===== src/rtl/ibis_tmds_encoder_mc_if.sv =====
`default_nettype none
// ============================================================================
// Module : ibis_tmds_encoder_mc_if
// Brief  : Pixel-side inputs and symbol-side outputs of the multi-lane TMDS
//          encoder, bundled with driver (master) and encoder (slave) views.
// Rev    : 1.0 - initial release
// ============================================================================
interface ibis_tmds_encoder_mc_if #(
    parameter int CHANNELS = 3,
    parameter int BIAS_W   = 6
);
    logic                       enable;
    logic [1:0]                 mode;
    logic [CHANNELS*8-1:0]      data;
    logic [CHANNELS*2-1:0]      control;
    logic [CHANNELS*4-1:0]      terc4;
    logic [CHANNELS*10-1:0]     out_parallel;
    logic [1:0]                 out_mode;
    logic [CHANNELS*BIAS_W-1:0] debug_bias;

    modport master (
        output enable, mode, data, control, terc4,
        input  out_parallel, out_mode, debug_bias
    );

    modport slave (
        input  enable, mode, data, control, terc4,
        output out_parallel, out_mode, debug_bias
    );
endinterface
`default_nettype wire


===== src/rtl/ibis_tmds_encoder_mc.sv =====
`default_nettype none
// ============================================================================
// Module : ibis_tmds_encoder_mc
// Brief  : Multi-lane two-stage TMDS encoder (video/control, optional guard
//          band and TERC4 data island when IBIS_TMDS_TERC4_EN is defined).
// Rev    : 1.0 - initial release
// ============================================================================
module ibis_tmds_encoder_mc #(
    parameter int CHANNELS = 3,
    parameter int BIAS_W   = 6
) (
    input  wire logic             aclk,
    input  wire logic             areset,
    ibis_tmds_encoder_mc_if.slave bus
);
    localparam logic [1:0] c_MODE_VIDEO = 2'b00;
    localparam logic [1:0] c_MODE_CTRL  = 2'b01;
    localparam logic [9:0] c_CTRL_00    = 10'b1101010100;
`ifdef IBIS_TMDS_TERC4_EN
    localparam logic [1:0] c_MODE_GUARD  = 2'b10;
    localparam logic [1:0] c_MODE_ISLAND = 2'b11;
    localparam logic [9:0] c_GB_EVEN     = 10'b1011001100;
    localparam logic [9:0] c_GB_ODD      = 10'b0100110011;
`endif

    // Transition-minimising stage: q[8] set means XOR chain was used.
    function automatic logic [8:0] f_stage1_q(input logic [7:0] d);
        logic [3:0] n1;
        logic       use_xnor;
        logic [8:0] q;
        n1 = 4'd0;
        for (int i = 0; i < 8; i++) n1 = n1 + {3'b000, d[i]};
        use_xnor = (n1 > 4'd4) || ((n1 == 4'd4) && !d[0]);
        q[0] = d[0];
        for (int i = 1; i < 8; i++)
            q[i] = use_xnor ? ~(q[i-1] ^ d[i]) : (q[i-1] ^ d[i]);
        q[8] = ~use_xnor;
        return q;
    endfunction

    // Ones minus zeros of the 8-bit word, as a 5-bit two's complement value.
    function automatic logic [4:0] f_balance(input logic [7:0] q);
        logic [3:0] n;
        n = 4'd0;
        for (int i = 0; i < 8; i++) n = n + {3'b000, q[i]};
        return {n, 1'b0} - 5'd8;
    endfunction

    function automatic logic [9:0] f_ctrl(input logic [1:0] c);
        case (c)
            2'b00:   return 10'b1101010100;
            2'b01:   return 10'b0010101011;
            2'b10:   return 10'b0101010100;
            default: return 10'b1010101011;
        endcase
    endfunction

`ifdef IBIS_TMDS_TERC4_EN
    function automatic logic [9:0] f_terc4(input logic [3:0] t);
        case (t)
            4'h0:    return 10'b1010011100;
            4'h1:    return 10'b1001100011;
            4'h2:    return 10'b1011100100;
            4'h3:    return 10'b1011100010;
            4'h4:    return 10'b0101110001;
            4'h5:    return 10'b0100011110;
            4'h6:    return 10'b0110001110;
            4'h7:    return 10'b0100111100;
            4'h8:    return 10'b1011001100;
            4'h9:    return 10'b0100111001;
            4'hA:    return 10'b0110011100;
            4'hB:    return 10'b1011000110;
            4'hC:    return 10'b1010001110;
            4'hD:    return 10'b1001110001;
            4'hE:    return 10'b0101100011;
            default: return 10'b1011000011;
        endcase
    endfunction
`endif

    logic [1:0] r_s1_mode;
    logic [1:0] r_out_mode;

    always_ff @(posedge aclk or posedge areset) begin
        if (areset) begin
            r_s1_mode  <= c_MODE_CTRL;
            r_out_mode <= c_MODE_CTRL;
        end else if (bus.enable) begin
            r_s1_mode  <= bus.mode;
            r_out_mode <= r_s1_mode;
        end
    end

    assign bus.out_mode = r_out_mode;

    for (genvar n = 0; n < CHANNELS; n++) begin : g_lane
`ifdef IBIS_TMDS_TERC4_EN
        localparam bit c_ODD_LANE = (n % 2) == 1;
        logic [3:0] r_s1_terc4;
`endif
        logic [8:0]               w_s1_q;
        logic [8:0]               r_s1_q;
        logic [4:0]               r_s1_b;
        logic [1:0]               r_s1_ctrl;
        logic [9:0]               r_sym;
        logic signed [BIAS_W-1:0] r_bias;
        logic [9:0]               w_sym;
        logic signed [BIAS_W-1:0] w_bias;
        logic signed [BIAS_W-1:0] w_b_ext;
        logic signed [BIAS_W-1:0] w_q8_x2;
        logic signed [BIAS_W-1:0] w_nq8_x2;

        assign w_s1_q = f_stage1_q(bus.data[8*n +: 8]);

        always_ff @(posedge aclk or posedge areset) begin
            if (areset) begin
                r_s1_q     <= '0;
                r_s1_b     <= '0;
                r_s1_ctrl  <= 2'b00;
`ifdef IBIS_TMDS_TERC4_EN
                r_s1_terc4 <= '0;
`endif
            end else if (bus.enable) begin
                r_s1_q     <= w_s1_q;
                r_s1_b     <= f_balance(w_s1_q[7:0]);
                r_s1_ctrl  <= bus.control[2*n +: 2];
`ifdef IBIS_TMDS_TERC4_EN
                r_s1_terc4 <= bus.terc4[4*n +: 4];
`endif
            end
        end

        // Disparity choice: invert the byte whenever that pulls the running
        // bias back toward zero; q[8] is folded in as the one-bit correction.
        always_comb begin
            w_b_ext  = BIAS_W'($signed(r_s1_b));
            w_q8_x2  = BIAS_W'({r_s1_q[8], 1'b0});
            w_nq8_x2 = BIAS_W'({~r_s1_q[8], 1'b0});
            w_sym    = f_ctrl(r_s1_ctrl);
            w_bias   = '0;
            case (r_s1_mode)
                c_MODE_VIDEO: begin
                    if ((r_bias == '0) || (r_s1_b == '0)) begin
                        w_sym  = {~r_s1_q[8], r_s1_q[8],
                                  r_s1_q[8] ? r_s1_q[7:0] : ~r_s1_q[7:0]};
                        w_bias = r_s1_q[8] ? (r_bias + w_b_ext) : (r_bias - w_b_ext);
                    end else if (r_bias[BIAS_W-1] == r_s1_b[4]) begin
                        w_sym  = {1'b1, r_s1_q[8], ~r_s1_q[7:0]};
                        w_bias = r_bias + w_q8_x2 - w_b_ext;
                    end else begin
                        w_sym  = {1'b0, r_s1_q[8], r_s1_q[7:0]};
                        w_bias = r_bias + w_b_ext - w_nq8_x2;
                    end
                end
`ifdef IBIS_TMDS_TERC4_EN
                c_MODE_GUARD:  w_sym = c_ODD_LANE ? c_GB_ODD : c_GB_EVEN;
                c_MODE_ISLAND: w_sym = f_terc4(r_s1_terc4);
`endif
                default: ;
            endcase
        end

        always_ff @(posedge aclk or posedge areset) begin
            if (areset) begin
                r_sym  <= c_CTRL_00;
                r_bias <= '0;
            end else if (bus.enable) begin
                r_sym  <= w_sym;
                r_bias <= w_bias;
            end
        end

        assign bus.out_parallel[10*n +: 10]       = r_sym;
        assign bus.debug_bias[BIAS_W*n +: BIAS_W] = r_bias;
    end
endmodule
`default_nettype wire

===== src/flat_wrapper.sv =====
// flat-port wrapper written by rule: the top's interface ports become plain ports
module ibis_tmds_encoder_mc_flat 
#(
    parameter int CHANNELS = 3,
    parameter int BIAS_W   = 6
)
  (aclk, areset, bus_enable, bus_mode, bus_data, bus_control, bus_terc4, bus_out_parallel, bus_out_mode, bus_debug_bias);
  ibis_tmds_encoder_mc_if #(.CHANNELS(CHANNELS), .BIAS_W(BIAS_W)) bus_i ();
  input  wire logic aclk;
  input  wire logic areset;
  input wire logic [$bits(bus_i.enable)-1:0] bus_enable;
  input wire logic [$bits(bus_i.mode)-1:0] bus_mode;
  input wire logic [$bits(bus_i.data)-1:0] bus_data;
  input wire logic [$bits(bus_i.control)-1:0] bus_control;
  input wire logic [$bits(bus_i.terc4)-1:0] bus_terc4;
  output wire logic [$bits(bus_i.out_parallel)-1:0] bus_out_parallel;
  output wire logic [$bits(bus_i.out_mode)-1:0] bus_out_mode;
  output wire logic [$bits(bus_i.debug_bias)-1:0] bus_debug_bias;
  assign bus_i.enable = bus_enable;
  assign bus_i.mode = bus_mode;
  assign bus_i.data = bus_data;
  assign bus_i.control = bus_control;
  assign bus_i.terc4 = bus_terc4;
  assign bus_out_parallel = bus_i.out_parallel;
  assign bus_out_mode = bus_i.out_mode;
  assign bus_debug_bias = bus_i.debug_bias;
  ibis_tmds_encoder_mc #(.CHANNELS(CHANNELS), .BIAS_W(BIAS_W)) u_core (.aclk(aclk), .areset(areset), .bus(bus_i));
endmodule

===== config.mk =====
export PLATFORM = sky130hd
export DESIGN_NAME = ibis_tmds_encoder_mc_flat
export DESIGN_NICKNAME = d
export VERILOG_FILES = /design/src/rtl/ibis_tmds_encoder_mc_if.sv /design/src/rtl/ibis_tmds_encoder_mc.sv /design/src/flat_wrapper.sv
export SDC_FILE = /design/constraint.sdc
export NUM_CORES = 1
export LEC_CHECK = 0
export CAP_MARGIN = 40
export CORE_MARGIN = 3
export CORE_UTILIZATION = 53
export CTS_CLUSTER_SIZE = 24
export DETAILED_ROUTE_END_ITERATION = 12
export GPL_TIMING_DRIVEN = 0
export PLACE_DENSITY = 0.77
export SKIP_CTS_REPAIR_TIMING = 1
export SLEW_MARGIN = 40
export SYNTH_ARGS = -nofsm -noshare
export SYNTH_HDL_FRONTEND = slang
export SYNTH_SLANG_ARGS = --single-unit

===== constraint.sdc =====
create_clock -name aclk -period 5.72 [get_ports aclk]
set_clock_uncertainty 0.1 [all_clocks]
set_input_delay 1.144 -clock aclk [delete_from_list [all_inputs] [get_ports aclk]]
set_output_delay 1.144 -clock aclk [all_outputs]
set_load 0.005 [all_outputs]

Word-level counts from Yosys, hierarchy flattened
Cells that the tools add are included.
W data, S select, Z words.

word-level totals
  word-level logic and storage cells = 213
  bits in latches = 0
  bits in read-only memories = 0
  RAM bits = 0
  input port bits = 47
  register bits after elaboration = 100
  output and inout port bits = 50
  memories = 0

operators by class
  $add $sub $neg = 60
  equal/unequal tests = 12
  multipliers = 0
  muxes and demuxes = 48
  magnitude comparators = 3
  shift-type cells = 0
  reduce and logical (&&, ||, !) cells = 22
  divide/modulo/power cells = 0
  bitwise gates (word level) = 51

operator list
  cell                   count
  $add A4 B1 Y4          36
  $mux W10               9
  $pmux W10 S3           3
  $mux W6                12
  $sub A6 B5 Y6          6
  $not A1 Y1             27
  $mux W8                3
  $not A8 Y8             3
  $mux W1                21
  $xor A1 B1 Y1          21
  $add A6 B3 Y6          3
  $add A6 B5 Y6          3
  $logic_not A6 Y1       3
  $sub A6 B3 Y6          3
  $logic_not A5 Y1       3
  $sub A5 B4 Y5 const B  3
  $add A1 B1 Y2          6
  $eq A4 B3 Y1 const B   3
  $gt A4 B3 Y1 const B   3
  $logic_not A2 Y1       4
  $eq A2 B1 Y1 const B   3
  $eq A2 B2 Y1 const B   3
  $logic_or A1 B1 Y1     6
  $eq A1 B1 Y1           3
  2 further kinds        6

Depth between registers and ports, before layout
  word-level depth = 31
  gate-level depth with buffers = 23
  gate-level depth less buffers = 23

Worst setup path before layout
OpenSTA, ideal clock, no wires.

  kind = input -> register
  start = input bus_data[16]
  end = register u_core.g_lane[2].r_s1_b[3]
  arrival = 6.426 ns
  path buffers = 0
  library setup time = 0.137 ns
  path slack = -0.942 ns
  required time = 5.483 ns
  stages on the path = 21
  path through = ha_1 > inv_1 > fa_1 > fa_1 > inv_1 > fa_1 > fa_1 > nor3b_1 > nand2b_1 > o21ai_1 > xnor2_1 > ha_1 > inv_1 > fa_1 > inv_1 > fa_1 > inv_1 > fa_1 > fa_1 > xnor2_1 > a21oi_1

between the ends
  longest elaborated chain between the ends = 31
  elaborated cells between the ends (all ways) = 41
  those cells by class = add/sub: 15; order compare: 1; eq/ne: 1; mux: 7; bitwise: 14; reduce/logical: 3

ends and longest elaborated chain
  what                                                                    line                         RTL
  start, declared                                                         flat_wrapper.sv:13           input wire logic [$bits(bus_i.data)-1:0] bus_data;
  parallel branches: the longest is 10 deep, another holds $add A4 B1 Y4  -
  $mux W1 *                                                               ibis_tmds_encoder_mc.sv:36   q[i] = use_xnor ? ~(q[i-1] ^ d[i]) : (q[i-1] ^ d[i]);
  named net u_core.g_lane[2].w_s1_q[1]                                    ibis_tmds_encoder_mc.sv:101  logic [8:0] w_s1_q;
  parallel branches: the longest is 18 deep, another holds $add A4 B1 Y4  -
  $add A4 B1 Y4 *                                                         ibis_tmds_encoder_mc.sv:45   for (int i = 0; i < 8; i++) n = n + {3'b000, q[i]};
  $sub A5 B4 Y5 *                                                         ibis_tmds_encoder_mc.sv:46   return {n, 1'b0} - 5'd8;
  end signal, assigned                                                    ibis_tmds_encoder_mc.sv:125  r_s1_b <= f_balance(w_s1_q[7:0]);
  end, declared                                                           ibis_tmds_encoder_mc.sv:103  logic [4:0] r_s1_b;

Mark *: on every way through the listed nets, which the timed path passes.
A chain may end at the register's enable or synchronous reset.

Worst setup path after layout
  start = input bus_data[16]
  end = register u_core.g_lane[2].r_s1_b[4]

Same word-level chain as after synthesis.

==> metrics.txt <==
Vias per Instance=5.402; first-pass GRT wire length=29,580 um; final WL=18,280 um; Final Slew Violations=0; share of flip-flops with an asynchronous set or reset=100.0%; Die X=125.9 um; final hold viol count=0; Ant. Diodes=0; # port buffers=81; IO Pins=97; min Tclk post-route=6386 ps; RSZ-0062 raised after global routing=true; EDFF count, synth=0; top cell type's share of synthesized area=25.31%; Req. time, crit path=5830 ps; Synth Cell Area=7614 um^2; Reg2Reg Setup Slack=2730 ps; warnings from Yosys=0; Worst R2R Path Depth=11; Syn Area/Cell=9.613 um^2; GRT overflow=0; gr usage total=23.10%; Max-slew headroom=44.22%; failing checks=negative setup slack; dpl hpwl=13,730 um; VDD IR-drop max=0.0003117 V; Util after Layout=66.90%; Worst setup EP type=flop; Hold Crit Endpoint=u_core.g_lane[2].r_sym[9]; Setup CP Type=primary input to flop; clock buffer depth=2; Leakage=4.313 nW; worst hold path cell count=2; Syn-to-layout area delta=22.91%; ratio of cells with drive above 1 in the final layout=15.64%; RD Place Congestion=0.8907; largest net degree at the start of global routing=50; met3 usage=4.241%; wire per inst=16.80 um; outcome=finished, violations left; Core ar.=13,990 um^2; Syn Inst Count=792; Max Fanout on Critical Path=3; Starting Density=54.43%; Hold Startpoint=u_core.g_lane[2].r_sym[9]; Layout fillers=1,115; register area share after synthesis=31.18%; Worst-Margin Slew=836.8 ps; die footprint=15,840 um^2; initial antenna violation count=0; Die H=125.9 um; router iterations before antenna repair=5; dominant cells by area after synthesis=dfrtp_1 (25%), ha_1 (12%), fa_1 (11%), xnor2_1 (6.0%), dfstp_2 (5.9%); Yosys top cell by area=dfrtp_1; Initial DRC Count=357; end of the worst register-to-register path=u_core.g_lane[0].r_bias[5]; Tcrit/Tclk final=111.6%; Critical Path AT=6500 ps; CTS tree=built; CTS root buf=clkbuf_16; FF+latch count, synth=94; hold slack final=388.6 ps; Post-synth top cells=inv_1 (97), nor2_1 (85), dfrtp_1 (77); most frequent cell after synthesis=inv_1; Post-route DRC=0; Sink Count=94; GR met2 Demand/Resource=37.73%; FMAX=156.6 MHz; Main synth FF type=dfrtp_1; Max Cap Violations=0; antenna-violating nets left=0; Reg-to-Reg Start=u_core.g_lane[0].r_s1_q[8]; fin nets=1,064; Setup WS post-layout=-665.9 ps; vias in the first global route=5,876; unique cell type count in the Yosys netlist=46; vias post-DR=5,877; Hold Path Class=flop to flop; CP Launch Type=primary input; FP Rows=43; final setup fails=12; Most Crowded Layer GR=met2; Power Density=604.7 nW/um^2; H-tree depth=3; TritonCTS Buffers=9; met1 GRT Util=32.03%; clock-pin slew on the worst setup and hold paths=70 ps; clock latency on the worst-skew pair=350 ps
[state kept, by name, summed over array words and instances, names as in the netlist]
register and flops:
u_core.r_s1_mode 2, u_core.g_lane.r_s1_b 12, u_core.g_lane.r_bias 15, u_core.bus.out_mode 2, u_core.g_lane.r_s1_ctrl 6, u_core.g_lane.r_s1_q 27, u_core.g_lane.r_sym 30
[critical path, cell delays in order]
cell,delay [ps]
buf_8,100
ha_4,280
inv_4,40
fa_1,470
fa_1,530
inv_2,40
fa_2,370
fa_1,480
nor3b_2,220
o21ai_1,90
nand2_1,110
o21ai_4,80
xnor2_2,150
ha_1,290
inv_1,50
fa_1,470
inv_1,50
fa_1,490
inv_2,40
fa_2,370
fa_2,400
xnor2_2,180
a21oi_1,80
[power by group]
part	leakage [nW]	switching, W	internal, W
clock network	0.157	0.000283	0.000389
registers	1.10	0.000254	0.000916
logic	3.05	0.00198	0.00184
total	4.31	0.00252	0.00314
[worst max path at each step]
| stage | slack, ps | cells past startpoint | end | startpoint |
|---|---|---|---|---|
| finish | -670 | 23 | u_core.g_lane[2].r_s1_b[4] | bus_data[16] |
| detailed placement | -1570 | 22 | u_core.g_lane[1].r_s1_b[4] | bus_data[8] |
| global route | -860 | 22 | u_core.g_lane[1].r_s1_b[3] | bus_data[8] |
| CTS | -1260 | 21 | u_core.g_lane[1].r_s1_b[2] | bus_data[8] |
| global placement | -1580 | 22 | u_core.g_lane[1].r_s1_b[4] | bus_data[8] |
| floorplan | -670 | 21 | u_core.g_lane[1].r_s1_b[4] | bus_data[9] |
[cell type report]
type / count / area (um^2) / share of cell area [%]
clock inverters: 7 / 102.6 / 1.096
inverters: 101 / 391.6 / 4.185
well taps: 180 / 225.2 / 2.407
flip-flops and latches: 94 / 2374 / 25.36
multi-input cells: 570 / 4922 / 52.60
plain buffers: 29 / 125.1 / 1.337
repair buffers: 98 / 992.2 / 10.60
clock buffers: 9 / 225.2 / 2.407
[metal layers]
| layer | vias up | part of all wire, % |
|---|---|---|
| li1 | 2798 | - |
| met1 | 2886 | 45 |
| met2 | 164 | 49 |
| met3 | 29 | 4.3 |
| met4 | 0 | 1.9 |
| met5 | - | 0 |
[layout by cell type, fill, tap and decap left out, types with 10 or more instances in the layout]
master	n
clkdlybuf4s50_1	69
mux2_2	17
xnor2_1	45
xnor2_2	11
inv_1	87
nor2_1	85
nand3_1	10
o22ai_1	12
a21oi_1	63
ha_1	69
xor2_1	33
fa_2	10
clkbuf_1	20
buf_4	19
dfrtp_1	77
nand2_1	46
inv_2	10
dfstp_2	17
o21ai_0	22
fa_1	32
o21ai_1	15
[per-stage QoR]
stage | setup WS (ps) | TNS [ps] | power [W] | std cells | instance area (um^2)
CTS | -1256 | -12760 | 0.005514 | 1072 | 9119
floorplan | -670.6 | -6136 | 0.003878 | 794 | 7720
global route | -860.6 | -8150 | 0.006160 | 1088 | 9358
finish | -665.9 | -5481 | 0.005659 | 1088 | 9358
detailed placement | -1575 | -17000 | 0.004802 | 1056 | 8791
global placement | -1577 | -16350 | 0.004687 | 1055 | 8756
[cells by family (layout without fill, tap and decap cells)]
family / count (synthesis) / count (layout) / synth area share [%]
and+or+nand+nor: 179 / 179 / 10.44
AOI/OAI and AO/OA: 147 / 147 / 11.59
buffers and inverters: 130 / 244 / 6.623
adders and majority gates: 114 / 114 / 22.88
xor gates and xnor gates: 96 / 96 / 12.37
DFF: 94 / 94 / 31.18
muxes: 31 / 31 / 4.881
other: 1 / 3 / 0.04925
Power figures use the tool's default switching activity.
